**src/rtl/trace_packer.sv**
```systemverilog
// trace_packer: capture front-end of the trace buffer.
// Packs 2**k parallel trace bits per cycle, LSB-first, into TRB_WIDTH-bit
// words for the trace logger. It records the one-hot bit position of the
// first trigger. In streaming mode it unpacks words returned by the logger
// back onto a parallel stream output.
//
// Handshake: LOAD_O and STORE_I are single-cycle strobes with no backpressure.
// DATA_O is meaningful in the cycle where LOAD_O=1, and it holds until the
// next completion. DATA_I is sampled in the cycle where STORE_I=1 (MODE_I=1
// only). The logger must accept every LOAD_O, because packing never stalls.
//
// Optional feature: define TRACE_PACKER_FLUSH_EN to add FLUSH_I. A flush
// zero-pads and emits a partially filled word.
module trace_packer #(
  parameter int TRB_WIDTH      = 32,
  parameter int TRB_MAX_TRACES = 8
) (
  input  logic                              CLK_I,
  input  logic                              RST_NI,
  input  logic                              ENABLE_I,
  input  logic                              MODE_I,
  input  logic [$clog2(TRB_MAX_TRACES)-1:0] NTRACE_I,
  input  logic [TRB_MAX_TRACES-1:0]         TRACE_I,
  input  logic                              TRG_I,
`ifdef TRACE_PACKER_FLUSH_EN
  input  logic                              FLUSH_I,
`endif
  output logic [TRB_WIDTH-1:0]              DATA_O,
  output logic                              LOAD_O,
  output logic [TRB_WIDTH-1:0]              EVENT_POS_O,
  output logic                              TRG_EVENT_O,
  input  logic [TRB_WIDTH-1:0]              DATA_I,
  input  logic                              STORE_I,
  output logic [TRB_MAX_TRACES-1:0]         STREAM_O,
  output logic                              STREAM_VALID_O,
  output logic                              OVERRUN_O
);

  localparam int KW = $clog2(TRB_MAX_TRACES);
  localparam int CW = $clog2(TRB_WIDTH) + 1;
  localparam logic [KW-1:0] K_MAX = KW'(KW);
  localparam logic [TRB_WIDTH-1:0] ONE_W = {{(TRB_WIDTH-1){1'b0}}, 1'b1};

  // pack-path state
  logic [TRB_WIDTH-1:0] r_asm;
  logic [CW-1:0]        r_cnt;
  logic [KW-1:0]        r_k;
  logic [TRB_WIDTH-1:0] r_data;
  logic                 r_load;
  // trigger state
  logic                 r_trg_event;
  logic                 r_pend;
  logic [TRB_WIDTH-1:0] r_pend_pos;
  logic [TRB_WIDTH-1:0] r_event_pos;
  // unpack-path state
  logic [TRB_WIDTH-1:0] r_ubuf;
  logic [CW-1:0]        r_ucnt;
  logic [KW-1:0]        r_uk;
  logic                 r_overrun;

  logic [KW-1:0]        w_k_in;
  logic [KW-1:0]        w_k;
  logic [CW-1:0]        w_n;
  logic [CW-1:0]        w_cnt_sum;
  logic                 w_natural;
  logic                 w_flush;
  logic                 w_done;
  logic                 w_capture;
  logic [TRB_WIDTH-1:0] w_cnt_onehot;
  logic [TRB_WIDTH-1:0] w_pos;
  logic                 w_has_pos;
  logic [TRB_WIDTH-1:0] w_asm_next;
  logic [TRB_WIDTH-1:0] w_word;
  logic [CW-1:0]        w_un;
  logic                 w_store;
  logic                 w_svalid;
  logic [TRB_MAX_TRACES-1:0] w_stream;

  // The requested exponent is clamped. A new k is only honoured at a word
  // boundary (cnt==0); mid-word, the latched value keeps the word consistent.
  assign w_k_in       = (NTRACE_I > K_MAX) ? K_MAX : NTRACE_I;
  assign w_k          = (r_cnt == '0) ? w_k_in : r_k;
  assign w_n          = CW'(1) << w_k;
  assign w_cnt_sum    = r_cnt + w_n;
  assign w_natural    = ENABLE_I && (w_cnt_sum == CW'(TRB_WIDTH));
  assign w_capture    = ENABLE_I && TRG_I && !r_trg_event;
  assign w_cnt_onehot = ONE_W << r_cnt;
  // A trigger captured in the completing cycle is reported with that word.
  assign w_pos        = w_capture ? w_cnt_onehot : r_pend_pos;
  assign w_has_pos    = w_capture || r_pend;
  assign w_done       = w_natural || w_flush;

  // Insert this cycle's samples at bit offset cnt of the assembly register.
  always_comb begin
    w_asm_next = r_asm;
    for (int j = 0; j < TRB_WIDTH; j++) begin
      if (ENABLE_I && (CW'(j) >= r_cnt) && (CW'(j) < w_cnt_sum)) begin
        w_asm_next[j] = TRACE_I[KW'(CW'(j) - r_cnt)];
      end
    end
  end

`ifdef TRACE_PACKER_FLUSH_EN
  logic [CW-1:0] w_fill;
  assign w_flush = FLUSH_I && (r_cnt != '0);
  assign w_fill  = ENABLE_I ? w_cnt_sum : r_cnt;

  // Zero-pad every bit above the fill level, so a flushed word is clean.
  always_comb begin
    w_word = '0;
    for (int j = 0; j < TRB_WIDTH; j++) begin
      if (CW'(j) < w_fill) begin
        w_word[j] = w_asm_next[j];
      end
    end
  end
`else
  assign w_flush = 1'b0;
  assign w_word  = w_asm_next;
`endif

  // Pack path: assemble, complete words into the output register, track trigger.
  always_ff @(posedge CLK_I or negedge RST_NI) begin
    if (!RST_NI) begin
      r_asm       <= '0;
      r_cnt       <= '0;
      r_k         <= '0;
      r_data      <= '0;
      r_load      <= 1'b0;
      r_trg_event <= 1'b0;
      r_pend      <= 1'b0;
      r_pend_pos  <= '0;
      r_event_pos <= '0;
    end else begin
      r_load <= 1'b0;
      r_asm  <= w_asm_next;
      if (r_cnt == '0) begin
        r_k <= w_k_in;
      end
      if (w_done) begin
        r_data <= w_word;
        r_load <= 1'b1;
        r_cnt  <= '0;
        if (w_has_pos) begin
          r_event_pos <= w_pos;
          r_pend      <= 1'b0;
        end
      end else if (ENABLE_I) begin
        r_cnt <= w_cnt_sum;
      end
      if (w_capture) begin
        r_trg_event <= 1'b1;
        if (!w_done) begin
          r_pend     <= 1'b1;
          r_pend_pos <= w_cnt_onehot;
        end
      end
    end
  end

  assign w_un    = CW'(1) << r_uk;
  assign w_store = MODE_I && STORE_I;

  // Unpack path: load on store, then emit one n-bit beat per cycle.
  // A store during the final beat replaces nothing unsent, so it is not an overrun.
  always_ff @(posedge CLK_I or negedge RST_NI) begin
    if (!RST_NI) begin
      r_ubuf    <= '0;
      r_ucnt    <= '0;
      r_uk      <= '0;
      r_overrun <= 1'b0;
    end else begin
      if (w_store) begin
        r_ubuf <= DATA_I;
        r_ucnt <= CW'(TRB_WIDTH) >> r_k;
        r_uk   <= r_k;
        if (r_ucnt > CW'(1)) begin
          r_overrun <= 1'b1;
        end
      end else if (r_ucnt != '0) begin
        r_ubuf <= r_ubuf >> w_un;
        r_ucnt <= r_ucnt - CW'(1);
      end
    end
  end

  assign w_svalid = (r_ucnt != '0);

  // The stream beat is the low n bits of the shift buffer; unused lanes are zero.
  always_comb begin
    w_stream = '0;
    for (int i = 0; i < TRB_MAX_TRACES; i++) begin
      if (w_svalid && (CW'(i) < w_un)) begin
        w_stream[i] = r_ubuf[i];
      end
    end
  end

  assign DATA_O         = r_data;
  assign LOAD_O         = r_load;
  assign EVENT_POS_O    = r_event_pos;
  assign TRG_EVENT_O    = r_trg_event;
  assign STREAM_O       = w_stream;
  assign STREAM_VALID_O = w_svalid;
  assign OVERRUN_O      = r_overrun;

endmodule

```
**config.mk**
```make
export PLATFORM = sky130hd
export DESIGN_NAME = trace_packer
export DESIGN_NICKNAME = d
export VERILOG_FILES = /design/src/rtl/trace_packer.sv
export SDC_FILE = /design/constraint.sdc
export NUM_CORES = 1
export LEC_CHECK = 0
export BUFFER_PORTS_ARGS = -buffer_cell sky130_fd_sc_hd__buf_2
export CAP_MARGIN = 20
export CORE_AREA = 2 2 151 189
export DETAILED_ROUTE_END_ITERATION = 8
export DIE_AREA = 0 0 153 191
export PLACE_DENSITY = 0.68
export RECOVER_POWER = 25
export SETUP_SLACK_MARGIN = 0.15
export SKIP_LAST_GASP = 1
export SYNTH_ARGS = -nofsm -noshare
export SYNTH_HDL_FRONTEND = slang
export SYNTH_SLANG_ARGS = --single-unit
```
**constraint.sdc**
```tcl
create_clock -name CLK_I -period 4.15 [get_ports CLK_I]
set_input_delay 0.415 -clock CLK_I [delete_from_list [all_inputs] [get_ports CLK_I]]
set_output_delay 0.415 -clock CLK_I [all_outputs]
set_load 0.01 [all_outputs]
```
Word-level counts from Yosys, hierarchy flattened

Index checks and enable logic that the tools add are counted.

Word-level logic and storage cells: 363
Flip-flop bits (word level): 182
Output and inout port bits: 76

Add/sub/neg operators: 34
Mux-type cells: 118
Bitwise gates (word level): 1
Eq/ne operators: 1
Magnitude comparators: 106
Shifts and indexed selects: 5
Reduce and logical (&&, ||, !) cells: 85

Operators with widths:

| operator                                                                      | number |
|---|---|
| 3-bit by 4-bit less-than comparator with 1-bit output (second input constant) | 32 |
| 1-bit binary-select mux with 3-bit select                                     | 32 |
| 5-bit by 6-bit >= comparator with 1-bit output (first input constant)         | 16 |
| 5-bit by 6-bit less-than comparator with 1-bit output (first input constant)  | 16 |
| 32-bit 2-to-1 mux                                                             | 3 |
| 1-bit 2-to-1 mux                                                              | 77 |
| 1-bit logical AND                                                             | 76 |
| 4-bit by 6-bit >= comparator with 1-bit output (first input constant)         | 8 |
| 3-bit by 6-bit less-than comparator with 1-bit output (first input constant)  | 8 |
| 4-bit by 6-bit less-than comparator with 1-bit output (first input constant)  | 8 |
| 3-bit subtractor (first input constant)                                       | 16 |
| 1-bit by 6-bit << shifter with 32-bit output (first input constant)           | 1 |
| 32-bit by 6-bit right shift with 32-bit output                                | 1 |
| 3-bit by 6-bit >= comparator with 1-bit output (first input constant)         | 4 |
| 1-bit by 6-bit less-than comparator with 1-bit output (first input constant)  | 4 |
| 2-bit by 6-bit less-than comparator with 1-bit output (first input constant)  | 4 |
| 6-bit 2-to-1 mux                                                              | 4 |
| 1-bit by 3-bit subtractor with 3-bit output (first input constant)            | 8 |
| 2-bit by 3-bit subtractor with 3-bit output (first input constant)            | 8 |
| 1-bit by 6-bit >= comparator with 1-bit output (first input constant)         | 2 |
| 2-bit by 6-bit >= comparator with 1-bit output (first input constant)         | 2 |
| 1-bit by 3-bit << shifter with 6-bit output (first input constant)            | 2 |
| 6-bit adder                                                                   | 1 |
| 6-bit equality test (second input constant)                                   | 1 |
| other kinds (12)                                                              | 16 |

Logic depth before layout (Yosys ltp)

Gate-level depths: netlist (run 1).

Depth after elaboration: 10
Depth in mapped cells: 20
Gate-level depth less buffers: 16

Least setup slack after synthesis (run 1)

No wires, ideal clock.

Path type: flip-flop to flip-flop
Start point: register r_cnt[0]
End point: register r_data[15], in the netlist DATA_O[15]
Clock period less this slack: 4,314 ps
Setup slack: -164 ps
Path buffers: 2
Data arrival time: 4,189 ps
Required time: 4,025 ps
Setup time: 125 ps
Stages on the path, launching flop included: 17
Cell sequence: dfrtp_1 -> buf_2 -> inv_1 -> ha_1 -> nor2b_1 -> nand2_1 -> a21oi_1 -> nor3_1 -> ha_1 -> fa_1 -> xnor2_1 -> nand2_1 -> a221oi_4 -> nand4_2 -> inv_2 -> buf_4 -> mux2_2

Word-level cells in the longest chain between the ends: 7
Elaborated cells on any way between the ends: 14
Those cells by class: 2 x add/sub; 2 x order compare; 1 x eq/ne; 1 x shift; 4 x mux; 4 x reduce/logical

Ends and longest elaborated chain:

| element                                               | RTL line | text |
|---|---|---|
| from (decl)                                           | 46       | `logic [CW-1:0] r_cnt;` |
| from (signal assigned)                                | 149      | `r_cnt <= w_cnt_sum;` |
| 6-bit logical NOT *                                   | 82       | `assign w_k = (r_cnt == '0) ? w_k_in : r_k;` |
| 3-bit 2-to-1 mux *                                    | -        |  |
| named net w_k[1]                                      | 62       | `logic [KW-1:0] w_k;` |
| 1-bit by 3-bit << shifter with 6-bit output *         | 83       | `assign w_n = CW'(1) << w_k;` |
| 6-bit adder *                                         | 84       | `assign w_cnt_sum = r_cnt + w_n;` |
| 4-bit by 6-bit less-than comparator with 1-bit output | 97       | `if (ENABLE_I && (CW'(j) >= r_cnt) && (CW'(j) < w_cnt_sum)) begin` |
| 1-bit logical AND                                     | 97       |  |
| 1-bit 2-to-1 mux                                      | 97       |  |
| to (signal assigned)                                  | 141      | `r_data <= w_word;` |
| to (decl)                                             | 48       | `logic [TRB_WIDTH-1:0] r_data;` |

Mark *: on every way through the listed nets, which the timed path passes. The rest lies on a longest branch. The select of a mux whose other input is x is not followed.
A chain may end at the register's enable or synchronous reset.

Final worst setup path (run 1)

Start point: register r_cnt[1]
End point: register r_data[15], in the netlist DATA_O[15]

Word-level cells in the longest chain between the ends: 7
Elaborated cells on any way between the ends: 14
Those cells by class: 2 x add/sub; 2 x order compare; 1 x eq/ne; 1 x shift; 4 x mux; 4 x reduce/logical

Ends and longest elaborated chain:

| element                                               | RTL line | text |
|---|---|---|
| 6-bit logical NOT                                     | 82       |  |
| 3-bit 2-to-1 mux                                      | -        |  |
| named net w_k[1]                                      | 62       |  |
| 1-bit by 3-bit << shifter with 6-bit output           | 83       |  |
| 6-bit adder                                           | 84       |  |
| 4-bit by 6-bit less-than comparator with 1-bit output | 97       |  |
| 1-bit logical AND                                     | 97       |  |
| 1-bit 2-to-1 mux                                      | 97       |  |
| named net w_asm_next[15]                              | 72       | `logic [TRB_WIDTH-1:0] w_asm_next;` |

The timed path passes the listed nets, and every way through them passes these cells. The select of a mux whose other input is x is not followed.

==> results of run 1 <==
[cell families (layout without fill, tap and decap cells)]
logic type	Yosys count	count (layout)
buffers and inverters	109	226
flip-flops	182	182
adder cells (fa/ha/maj)	19	19
AO/OA/AOI/OAI	395	395
multiplexers	96	96
AND/OR/NAND/NOR	426	426
XOR/XNOR	5	5
[power by group through the flow]
stage / Combinational [uW] / Clock, uW / Sequential (uW)
finish: 5810 / 1710 / 3070
detailed placement: 5560 / 0 / 3070
floorplan: 3720 / 0 / 2980
global placement: 5490 / 0 / 3060
CTS: 5590 / 1740 / 3050
global route: 6280 / 1810 / 3150
[cell usage in the layout (no fill, tap or decap), types with 4 or more instances in the layout]
cell type | Yosys | routed
inv_1 | 20 | 20
a221o_1 | 4 | 4
mux2i_1 | 44 | 44
o41ai_1 | 5 | 5
or3_1 | 8 | 8
nand4_1 | 10 | 10
nand2_1 | 129 | 127
and3_1 | 15 | 15
clkinv_4 | 0 | 4
o21ai_1 | 12 | 12
dfrtp_1 | 182 | 181
o211ai_1 | 9 | 9
ha_1 | 18 | 16
mux2_2 | 37 | 37
and2_1 | 6 | 5
nand2b_1 | 12 | 12
a22oi_1 | 5 | 5
nor2b_1 | 5 | 4
mux4_2 | 15 | 15
a31oi_1 | 9 | 9
o31ai_1 | 23 | 23
a21o_1 | 9 | 8
buf_2 | 20 | 123
buf_4 | 2 | 37
or2_2 | 5 | 5
nor3_1 | 45 | 44
clkbuf_16 | 0 | 20
a21oi_1 | 140 | 139
a211oi_1 | 11 | 11
or4b_1 | 4 | 4
o22ai_1 | 22 | 22
a311oi_1 | 5 | 5
o21ai_0 | 110 | 109
nor2_1 | 137 | 137
nand3_1 | 32 | 31
[repair_timing]
item,in CTS,in global routing
endpoints found under the setup margin,1,121
buffers inserted,0,6
gates cloned,0,5
resized for setup,1,24
pin swaps,0,5
[worst max-delay path: cells and delay by family (launching register included)]
family                   cells  cell delay [ns]
AO/OA/AOI/OAI                3             0.82
AND/OR/NAND/NOR              6             1.30
flip-flops                   1             0.39
buffers and inverters        1             0.09
multiplexers                 2             0.68
adder cells (fa/ha/maj)      2             0.54
[state kept, by name, indices dropped and copies added, names as in the netlist]
name / count
EVENT_POS_O: 32
r_pend_pos: 32
r_ucnt: 6
LOAD_O: 1
r_k: 3
OVERRUN_O: 1
r_pend: 1
r_asm: 32
r_uk: 3
TRG_EVENT_O: 1
DATA_O: 32
r_ubuf: 32
r_cnt: 6
[final cells by class]
cell class,count,area [sq um]
well taps,350,437.9
inverters,21,83.83
multi-input cells,941,5921
clock buffers,19,442.9
repair buffers,172,1086
fillers,2644,14780
flip-flops and latches,182,4556
repair inverters,1,5.005
clock inverters,13,165.2
[Yosys cell counts, types with 3 or more instances]
library cell    n  area [sq um]
dfrtp_1       182          4554
a21oi_1       140         700.7
nor2_1        137         514.2
nand2_1       129         484.2
o21ai_0       110         550.5
clkbuf_1       54         202.7
nor3_1         45         225.2
mux2i_1        44         440.4
mux2_2         37         416.7
nand3_1        32         160.2
o31ai_1        23         172.7
o22ai_1        22         137.6
buf_2          20         100.1
inv_1          20         75.07
ha_1           18         225.2
and3_1         15         93.84
mux4_2         15         337.8
nand2b_1       12         75.07
o21ai_1        12         60.06
a211oi_1       11         82.58
nand4_1        10         62.56
a21o_1          9         67.56
a31oi_1         9         56.30
buf_1           9         33.78
o211ai_1        9         67.56
or3_1           8         50.05
and2_1          6         37.54
a22oi_1         5         37.54
a311oi_1        5         43.79
nor2b_1         5         31.28
o41ai_1         5         43.79
or2_2           5         31.28
a221o_1         4         40.04
or4b_1          4         40.04
a22o_1          3         26.28
a31o_2          3         26.28
nand4b_1        3         26.28
nor4_1          3         18.77
o211a_1         3         30.03
o21a_1          3         22.52
xnor2_1         3         26.28
[stage by stage]
| step | instance area [sq um] | total power, uW |
|---|---|---|
| after floorplan | 10850 | 6697 |
| after global placement | 11860 | 8545 |
| after detailed placement | 11860 | 8633 |
| after CTS | 12470 | 10380 |
| after global routing | 12700 | 11240 |
| final | 12700 | 10590 |
[metal layers]
layer  part of all wire (%)  track usage (%)  wire length [microns]
met2                     49            38.15                  16830
met3                    6.0            3.695                   2061
met4                    3.8            9.509                   1298
met5                  0.059                0                     20
met1                     41            28.56                  13950
[worst max-delay path by stage]
stage / cells past startpoint / slack, ns / end / from
2_1_floorplan: 16 / 0.17 / DATA_O[15]$_DFFE_PN0P_ / r_cnt[0]$_DFFE_PN0P_
3_3_place_gp: 14 / 0.21 / DATA_O[23]$_DFFE_PN0P_ / r_cnt[0]$_DFFE_PN0P_
3_5_place_dp: 14 / 0.09 / DATA_O[23]$_DFFE_PN0P_ / r_cnt[0]$_DFFE_PN0P_
4_1_cts: 16 / 0.19 / r_pend_pos[15]$_DFFE_PN0P_ / r_cnt[0]$_DFFE_PN0P_
5_1_grt: 14 / 0.08 / DATA_O[15]$_DFFE_PN0P_ / r_cnt[0]$_DFFE_PN0P_
6_report: 14 / 0.18 / DATA_O[15]$_DFFE_PN0P_ / r_cnt[1]$_DFFE_PN0P_
==> impl_metrics.csv, run 1 <==
group,metric,value,unit
floorplan,design.die.area,0.02922,sq mm
setup_path,r2r_cells,14,
floorplan,core_area,0.02748,sq mm
floorplan,ios,125,
hold_path,min_path_cells,2,
yosys,ys_seq_elements,182,
timing,fin_crit_sh,95.58,%
finish,drive_above_1_share,21.57,%
cts,path_clk_slew,0.07,ns
setup_path,critical_path.max_fanout,6,
cts,clkSinkCount,182,
placement,dp.cells,1656,
setup_path,crit_slowest_cell,"mux2_2",
timing,final_period_minus_worst_setup_slack,3.967,ns
timing,setup_ws,0.1834,ns
timing,slew_viol_final,91,
yosys,synth_cell_types,72,
global_routing,grt_pass1_wl,52.56,mm
yosys,synth_warnings,0,
yosys,netlist_area,0.01082,sq mm
yosys,synthArstFlopShare,100.0,%
global_routing,globalRouteTotalUtil,22.49,%
yosys,yosys.area_share.simple,18.14,%
placement,portBuffers,124,
timing,fmax,0.2521,GHz
global_routing,antenna_found_initial,1,
timing,fin_hold_ws,0.1773,ns
timing,finalHoldViolations,0,
setup_path,cp.required,4.47,ns
setup_path,reg2reg_from,"r_cnt[1]$_DFFE_PN0P_",
drt,viasPerCell,6.015,
timing,grt_setup_unrepaired,"no",
yosys,synthCells,1232,
drt,first_iter_violations,1030,
timing,setup_viol,0,
floorplan,die-height,191,microns
global_routing,grt_max_degree,99,
placement,pre_cts_slack,0.08825,ns
setup_path,cp.arrival,4.29,ns
floorplan,initial_core_util,39.36,%
timing,fin_worst_skew,0.01685,ns
cts,cts_made_buffers,17,
global_routing,grt_overflow,0,
cts,cts_buffer_depth,2,
placement,gp_congestion,0.9428,
run_status,status,"complete, but fails checks",
setup_path,slowest_delay,0.41,ns
floorplan,num_rows,68,
power_and_ir_drop,intPower,5629,uW
power_and_ir_drop,p_leak,0.005633,uW
finish,syn_to_final_growth,17.37,%
yosys,synth-xor-area-share,0.4048,%
global_routing,grt_pass1_vias,9632,
cts,postCtsHoldBufs,0,
finish,post-route-util,46.20,%
drt,ant_nets,0,
cts,clock-root-buffer,"clkbuf_16",
drt,drc,0,
yosys,synth_compound_area_share,21.87,%
yosys,synthMuxAreaShare,11.05,%
timing,maxSlewHeadroom,-66.52,%
power_and_ir_drop,power_density,834.2,mW/mm^2
yosys,synthAdderAreaFrac,2.267,%
run,maxCapViolCount,1,
power_and_ir_drop,swShare,46.85,%
finish,nets,1404,
timing,tns,0,ns
timing,tightest_slew,2.498,ns
yosys,synth_seq_area_share,42.10,%
setup_path,cp_cell_sequence,"inv_1, ha_2, nor2b_4, nand2_4, nor3_2, a21oi_4, nor3_1, ha_1, and3_1, a221oi_4, and3b_2, o31ai_1, mux2_2, mux2_2",
setup_path,worstSetupEndpointType,"register",
power_and_ir_drop,ir_drop,0.3682,mV
setup_path,path_common_cell,"mux2_2",
drt,vias,10220,
setup_path,rrSetupSlack,0.18,ns
run_status,violations,"capacitance limit, slew limit",
yosys,dominantRegCellSynth,"dfrtp_1",
floorplan,die_w,153,microns
placement,dp_hpwl,22.96,mm
setup_path,path_class,"register to register",
finish,antenna_cells,0,
yosys,synth_top_family_by_area,"compound AO/OA/AOI/OAI gates",
drt,drt_wl_total,34.16,mm
yosys,syn_avg_cell_area,8.781,sq um
drt,first_pass_iters,7,
hold_path,holdCritStartpoint,"DATA_I[0]",
power_and_ir_drop,seqPwrFrac,28.9,%
cts,clkLatencyLatePin,0.44,ns
cts,htreeDepth,4,
setup_path,r2r_end,"DATA_O[15]$_DFFE_PN0P_",
setup_path,cp-start-kind,"register",
yosys,synth_nets,1300,
hold_path,min_path_type,"input pin to register",
cts,cts_tree,"done",
drt,wl_per_cell,20.10,microns
power_and_ir_drop,p_switching,4962,uW
finish,final_cells,1699,
power_and_ir_drop,clkPwrFrac,16.2,%
yosys,synth_edf_count,0,
hold_path,hold_end,"r_ubuf[0]$_DFFE_PN0P_",
power_and_ir_drop,power_frac_comb,54.9,%
No activity file was read; power rests on OpenSTA's default activity.
==> run 2: changes to the inputs <==
--- a/config.mk
+++ b/config.mk
@@ -8,8 +8,10 @@
 export BUFFER_PORTS_ARGS = -buffer_cell sky130_fd_sc_hd__buf_2
 export CAP_MARGIN = 20
 export CORE_AREA = 2 2 151 189
+export CTS_CLUSTER_DIAMETER = 100
 export DETAILED_ROUTE_END_ITERATION = 8
 export DIE_AREA = 0 0 153 191
+export MAX_ROUTING_LAYER = met4
 export PLACE_DENSITY = 0.68
 export RECOVER_POWER = 25
 export SETUP_SLACK_MARGIN = 0.15
==> impl_metrics.csv, run 2 (same netlist as run 1, synthesis figures left out) <==
group,metric,value,unit
drt,viasPerCell,5.994,
floorplan,num_rows,68,
power_and_ir_drop,p_switching,4952,uW
cts,cts_buffer_depth,2,
finish,syn_to_final_growth,16.29,%
setup_path,rrSetupSlack,0.29,ns
drt,first_iter_violations,897,
power_and_ir_drop,p_leak,0.005587,uW
cts,postCtsHoldBufs,0,
power_and_ir_drop,power_frac_comb,55.3,%
timing,setup_viol,0,
timing,final_period_minus_worst_setup_slack,3.858,ns
floorplan,design.die.area,0.02922,sq mm
drt,maxUsedRoutingLayer,"met4",
timing,fin_worst_skew,0.01317,ns
setup_path,path_class,"register to register",
global_routing,grt_overflow,0,
finish,final_cells,1695,
run_status,status,"complete, but fails checks",
power_and_ir_drop,swShare,47.46,%
run,maxCapViolCount,1,
floorplan,ios,125,
timing,fin_hold_ws,0.1611,ns
global_routing,grt_max_degree,104,
power_and_ir_drop,power,10440,uW
global_routing,globalRouteTotalUtil,23.14,%
setup_path,cp.required,4.47,ns
setup_path,critical_path.max_fanout,6,
placement,dp_hpwl,23.06,mm
drt,drc,0,
placement,portBuffers,124,
cts,clock-root-buffer,"clkbuf_16",
cts,path_clk_slew,0.08,ns
placement,dp.cells,1655,
cts,cts_tree,"done",
drt,wl_met2,16.97,mm
drt,wl_met3,2.078,mm
global_routing,antenna_found_initial,0,
setup_path,cp.arrival,4.18,ns
hold_path,min_path_type,"input pin to register",
timing,fin_crit_sh,92.97,%
floorplan,die-height,191,microns
floorplan,die_w,153,microns
global_routing,grt_pass1_wl,52.42,mm
cts,cts_made_buffers,17,
timing,maxSlewHeadroom,-83.55,%
timing,slew_viol_final,103,
floorplan,initial_core_util,39.36,%
run_status,violations,"capacitance limit, slew limit",
cts,clkLatencyLatePin,0.44,ns
timing,finalHoldViolations,0,
finish,layout_commonest_cell,"dfrtp_1",
drt,wl_met1,13.84,mm
global_routing,grt_pass1_vias,9470,
timing,fmax,0.2592,GHz
power_and_ir_drop,ir_drop,0.3900,mV
drt,first_pass_iters,6,
finish,final_cell_mix,"dfrtp_1, a21oi_1, nor2_1",
finish,drive_above_1_share,21.12,%
floorplan,core_area,0.02748,sq mm
cts,htreeDepth,4,
finish,fillers,2596,
drt,drt_wl_total,34.04,mm
power_and_ir_drop,seqPwrFrac,29.4,%
finish,nets,1400,
timing,grt_setup_unrepaired,"no",
drt,ant_nets,0,
power_and_ir_drop,power_density,829.6,mW/mm^2
finish,antenna_cells,0,
setup_path,cp-start-kind,"register",
setup_path,worstSetupEndpointType,"register",
power_and_ir_drop,clkPwrFrac,15.2,%
cts,clkSinkCount,182,
power_and_ir_drop,intPower,5483,uW
drt,wl_per_cell,20.08,microns
placement,gp_congestion,0.9462,
timing,tightest_slew,2.753,ns
drt,vias,10160,
-- run 2: changes by cell type in the layout (fill, tap and decap cells not counted), moves of 2 or more --
cell and change:
clkinv_2 +2, bufinv_16 -2, nand2_4 -2, clkinvlp_4 -2
inv_6 +5, clkinv_4 -3
-- run 2: worst max-delay path: stages (launching register included) --
cell      delay, ns
dfrtp_1        0.38
inv_1          0.09
ha_2           0.18
nor2b_4        0.22
nand2_4        0.12
nand2_1        0.14
o21ai_4        0.08
and3_1         0.18
ha_1           0.35
a21o_1         0.27
a221oi_4       0.38
and3b_1        0.29
o311ai_2       0.37
mux2_2         0.40
mux2_2         0.27
-- run 2: layout make-up --
cell class                      instances  area (sq um)  area share (%)
Inverter                               21         80.08          0.6366
Tap cell                              350         437.9           3.481
Multi-Input combinational cell        941          5894           46.86
Clock buffer                           18         429.2           3.412
Clock inverter                         14         131.4           1.044
Timing Repair Buffer                  169          1051           8.355
Sequential cell                       182          4556           36.21
-- run 2: repair_timing --
action	CTS	global route
gates resized for setup	2	10
setup buffers	0	4
cloned	0	4
endpoints found under the setup margin	1	111
pin swaps	0	3
-- run 2: through the flow --
stage	TNS, ns	worst slack, ns	cell area (sq um)	utilization [%]
4_1_cts	0	0.1947	12430	45.24
6_report	0	0.2917	12580	45.77
3_5_place_dp	-0.03107	-0.03107	11860	43.17
3_3_place_gp	0	0.1144	11860	43.17
5_1_grt	0	0.1544	12580	45.77
2_1_floorplan	0	0.1711	10850	-
-- run 2: power groups by stage --
stage	clock, uW	combinational [uW]	sequential, uW
floorplan	0	3720	2980
global placement	0	5520	3050
finish	1590	5770	3070
CTS	1620	5630	3050
global route	1670	6260	3140
detailed placement	0	5580	3080
-- run 2: metal layers --
layer	global-route usage, %	vias to the layer above
met5	-	-
met4	9.117	0
met3	3.287	85
met2	38.13	456
met1	28.95	4926
li1	-	4692
-- run 2: worst paths after layout --
check                                 startpoint                endpoint  cells past startpoint
max                         r_cnt[0]$_DFFE_PN0P_  DATA_O[23]$_DFFE_PN0P_                     14
min                                    DATA_I[6]   r_ubuf[6]$_DFFE_PN0P_                      3
max reg2reg                 r_cnt[0]$_DFFE_PN0P_  DATA_O[23]$_DFFE_PN0P_                     14
min reg2reg                OVERRUN_O$_DFFE_PN0P_   OVERRUN_O$_DFFE_PN0P_                      1
max in group asynchronous                 RST_NI     r_uk[0]$_DFFE_PN0P_                      1
min in group asynchronous                 RST_NI   r_ubuf[6]$_DFFE_PN0P_                      1
==> run 3: changes to the inputs <==
--- a/config.mk
+++ b/config.mk
@@ -5,7 +5,7 @@
 export SDC_FILE = /design/constraint.sdc
 export NUM_CORES = 1
 export LEC_CHECK = 0
-export BUFFER_PORTS_ARGS = -buffer_cell sky130_fd_sc_hd__buf_2
+export BUFFER_PORTS_ARGS = -buffer_cell sky130_fd_sc_hd__buf_4
 export CAP_MARGIN = 20
 export CORE_AREA = 2 2 151 189
 export CTS_CLUSTER_DIAMETER = 100
@@ -13,7 +13,6 @@
 export DIE_AREA = 0 0 153 191
 export MAX_ROUTING_LAYER = met4
 export PLACE_DENSITY = 0.68
-export RECOVER_POWER = 25
 export SETUP_SLACK_MARGIN = 0.15
 export SKIP_LAST_GASP = 1
 export SYNTH_ARGS = -nofsm -noshare
==> impl_metrics.csv, run 3 (same netlist as run 1, synthesis figures left out) <==
group,metric,value,unit
run_status,status,"finished clean",
cts,clock-root-buffer,"clkbuf_16",
global_routing,globalRouteTotalUtil,23.30,%
timing,final_period_minus_worst_setup_slack,3.858,ns
drt,vias,9847,
finish,nets,1396,
finish,antenna_cells,0,
setup_path,crit_slowest_cell,"o311ai_2",
timing,tightest_slew,1.146,ns
power_and_ir_drop,power_density,822.0,mW/mm^2
setup_path,critical_path.max_fanout,6,
drt,ant_nets,0,
timing,fin_worst_skew,0.01203,ns
floorplan,die_w,153,microns
cts,path_clk_slew,0.07,ns
cts,htreeDepth,4,
cts,clkLatencyLatePin,0.44,ns
cts,clkSinkCount,182,
drt,viasPerCell,5.823,
placement,gp_congestion,0.9448,
timing,finalHoldViolations,0,
timing,tns,0,ns
drt,wl_per_cell,19.58,microns
drt,drt_wl_total,33.11,mm
floorplan,die-height,191,microns
hold_path,min_path_type,"input pin to asynchronous set/reset pin",
finish,fillers,2726,
floorplan,design.die.area,0.02922,sq mm
timing,setup_viol,0,
timing,grt_setup_unrepaired,"yes",
floorplan,initial_core_util,39.36,%
cts,cts_made_buffers,17,
global_routing,antenna_found_initial,0,
power_and_ir_drop,ir_drop,0.3878,mV
setup_path,path_class,"register to register",
finish,multi_input_area,0.005913,sq mm
finish,syn_to_final_growth,18.47,%
global_routing,grt_max_degree,106,
finish,layout_commonest_cell,"dfrtp_1",
setup_path,cp-start-kind,"register",
timing,maxSlewHeadroom,23.00,%
timing,fmax,0.2592,GHz
timing,slew_viol_final,0,
timing,fin_crit_sh,92.95,%
cts,cts_tree,"done",
setup_path,path_common_cell,"mux2_2",
setup_path,cp_cell_sequence,"inv_1, ha_2, nor2b_4, nand2_2, nand2_1, o21ai_4, and3_1, ha_1, a21o_1, a221oi_4, and3b_1, o311ai_2, mux2_2, mux2_2",
global_routing,grt_pass1_wl,52.72,mm
finish,final_cell_mix,"dfrtp_1, buf_4, a21oi_1",
setup_path,crit_buf_inv,1,
run,maxCapViolCount,0,
finish,drive_above_1_share,21.25,%
drt,first_pass_iters,5,
drt,first_iter_violations,783,
floorplan,core_area,0.02748,sq mm
drt,drc,0,
finish,seqCellArea,0.004556,sq mm
floorplan,num_rows,68,
setup_path,cp.arrival,4.18,ns
global_routing,grt_overflow,0,
timing,fin_hold_ws,0.06975,ns
floorplan,ios,125,
setup_path,worstSetupEndpointType,"register",
setup_path,cp.required,4.47,ns
setup_path,critical-path-top-delay-family,"compound AO/OA/AOI/OAI gates",
power_and_ir_drop,p_leak,0.005605,uW
setup_path,slowest_delay,0.41,ns
global_routing,grt_pass1_vias,9520,
placement,portBuffers,124,
cts,cts_buffer_depth,2,
placement,dp_hpwl,23.42,mm
## run 3: cell count changes in the layout (fill, tap and decap cells not counted), sizes merged
cell      change
inv           -1
clkinvlp      +3
clkinv        -2
buf           -1
clkbuf        -3
## run 3: worst reg2reg max path, delay by kind of cell (launching register included)
kind            cells  cell delay, ns
buf+inv             1            0.10
fa+ha+maj           2            0.53
compound gates      4            1.10
simple gates        5            0.99
flops               1            0.38
mux                 2            0.65
## run 3: repair_timing
action | 4_1_cts | 5_1_grt
hold buffers | 0 | 0
buffers inserted | 0 | 0
gates cloned | 0 | 0
hold endpoints to repair | 0 | 0
pin swaps | 0 | 1
resized for setup | 1 | 18
setup endpoints to repair | 1 | 87
## run 3: power breakdown
| group | leakage, uW | switching [uW] | internal [uW] |
|---|---|---|---|
| combinational | 0.00304 | 3520 | 2390 |
| clock | 0.000264 | 773 | 799 |
| sequential | 0.00230 | 607 | 2440 |
## run 3: final cells by class
type                            instances  area share [%]
Clock inverter                         14          0.8982
Sequential cell                       182           35.55
Clock buffer                           18           3.427
Inverter                               21          0.6541
Timing Repair Buffer                  165           9.919
Tap cell                              350           3.417
Multi-Input combinational cell        941           46.14
## run 3: stage by stage
step                      total power (uW)  worst slack [ns]  instance area (sq um)  instances  utilization, %
after CTS                            10460            0.2241                  12740       1691           46.36
after global routing                 11230            0.1358                  12820       1691           46.64
after detailed placement              8833           0.06194                  12190       1659           44.35
after global placement                8756            0.1455                  12190       1659           44.35
final                                10540            0.2925                  12820       1691           46.64
after floorplan                       6697            0.1711                  10850       1232               -
## run 3: worst paths after layout
| check | end | slack (ns) | depth (start not counted) | startpoint |
|---|---|---|---|---|
| min in group CLK_I | r_ubuf[6]$_DFFE_PN0P_ | 0.18 | 3 | DATA_I[6] |
| min | r_ubuf[6]$_DFFE_PN0P_ | 0.07 | 1 | RST_NI |
| min reg2reg | OVERRUN_O$_DFFE_PN0P_ | 0.47 | 1 | OVERRUN_O$_DFFE_PN0P_ |
| max reg2reg | DATA_O[23]$_DFFE_PN0P_ | 0.29 | 14 | r_cnt[0]$_DFFE_PN0P_ |
| max | DATA_O[23]$_DFFE_PN0P_ | 0.29 | 14 | r_cnt[0]$_DFFE_PN0P_ |
| max in group asynchronous | DATA_O[4]$_DFFE_PN0P_ | 2.94 | 2 | RST_NI |
## run 3: routing by layer
| metal | global-route usage [%] | vias to the layer above | part of all wire, % |
|---|---|---|---|
| li1 | - | 4673 | - |
| met1 | 29.19 | 4744 | 41 |
| met2 | 37.98 | 348 | 49 |
| met3 | 3.151 | 82 | 5.4 |
| met4 | 10.15 | 0 | 3.7 |
| met5 | - | - | 0 |
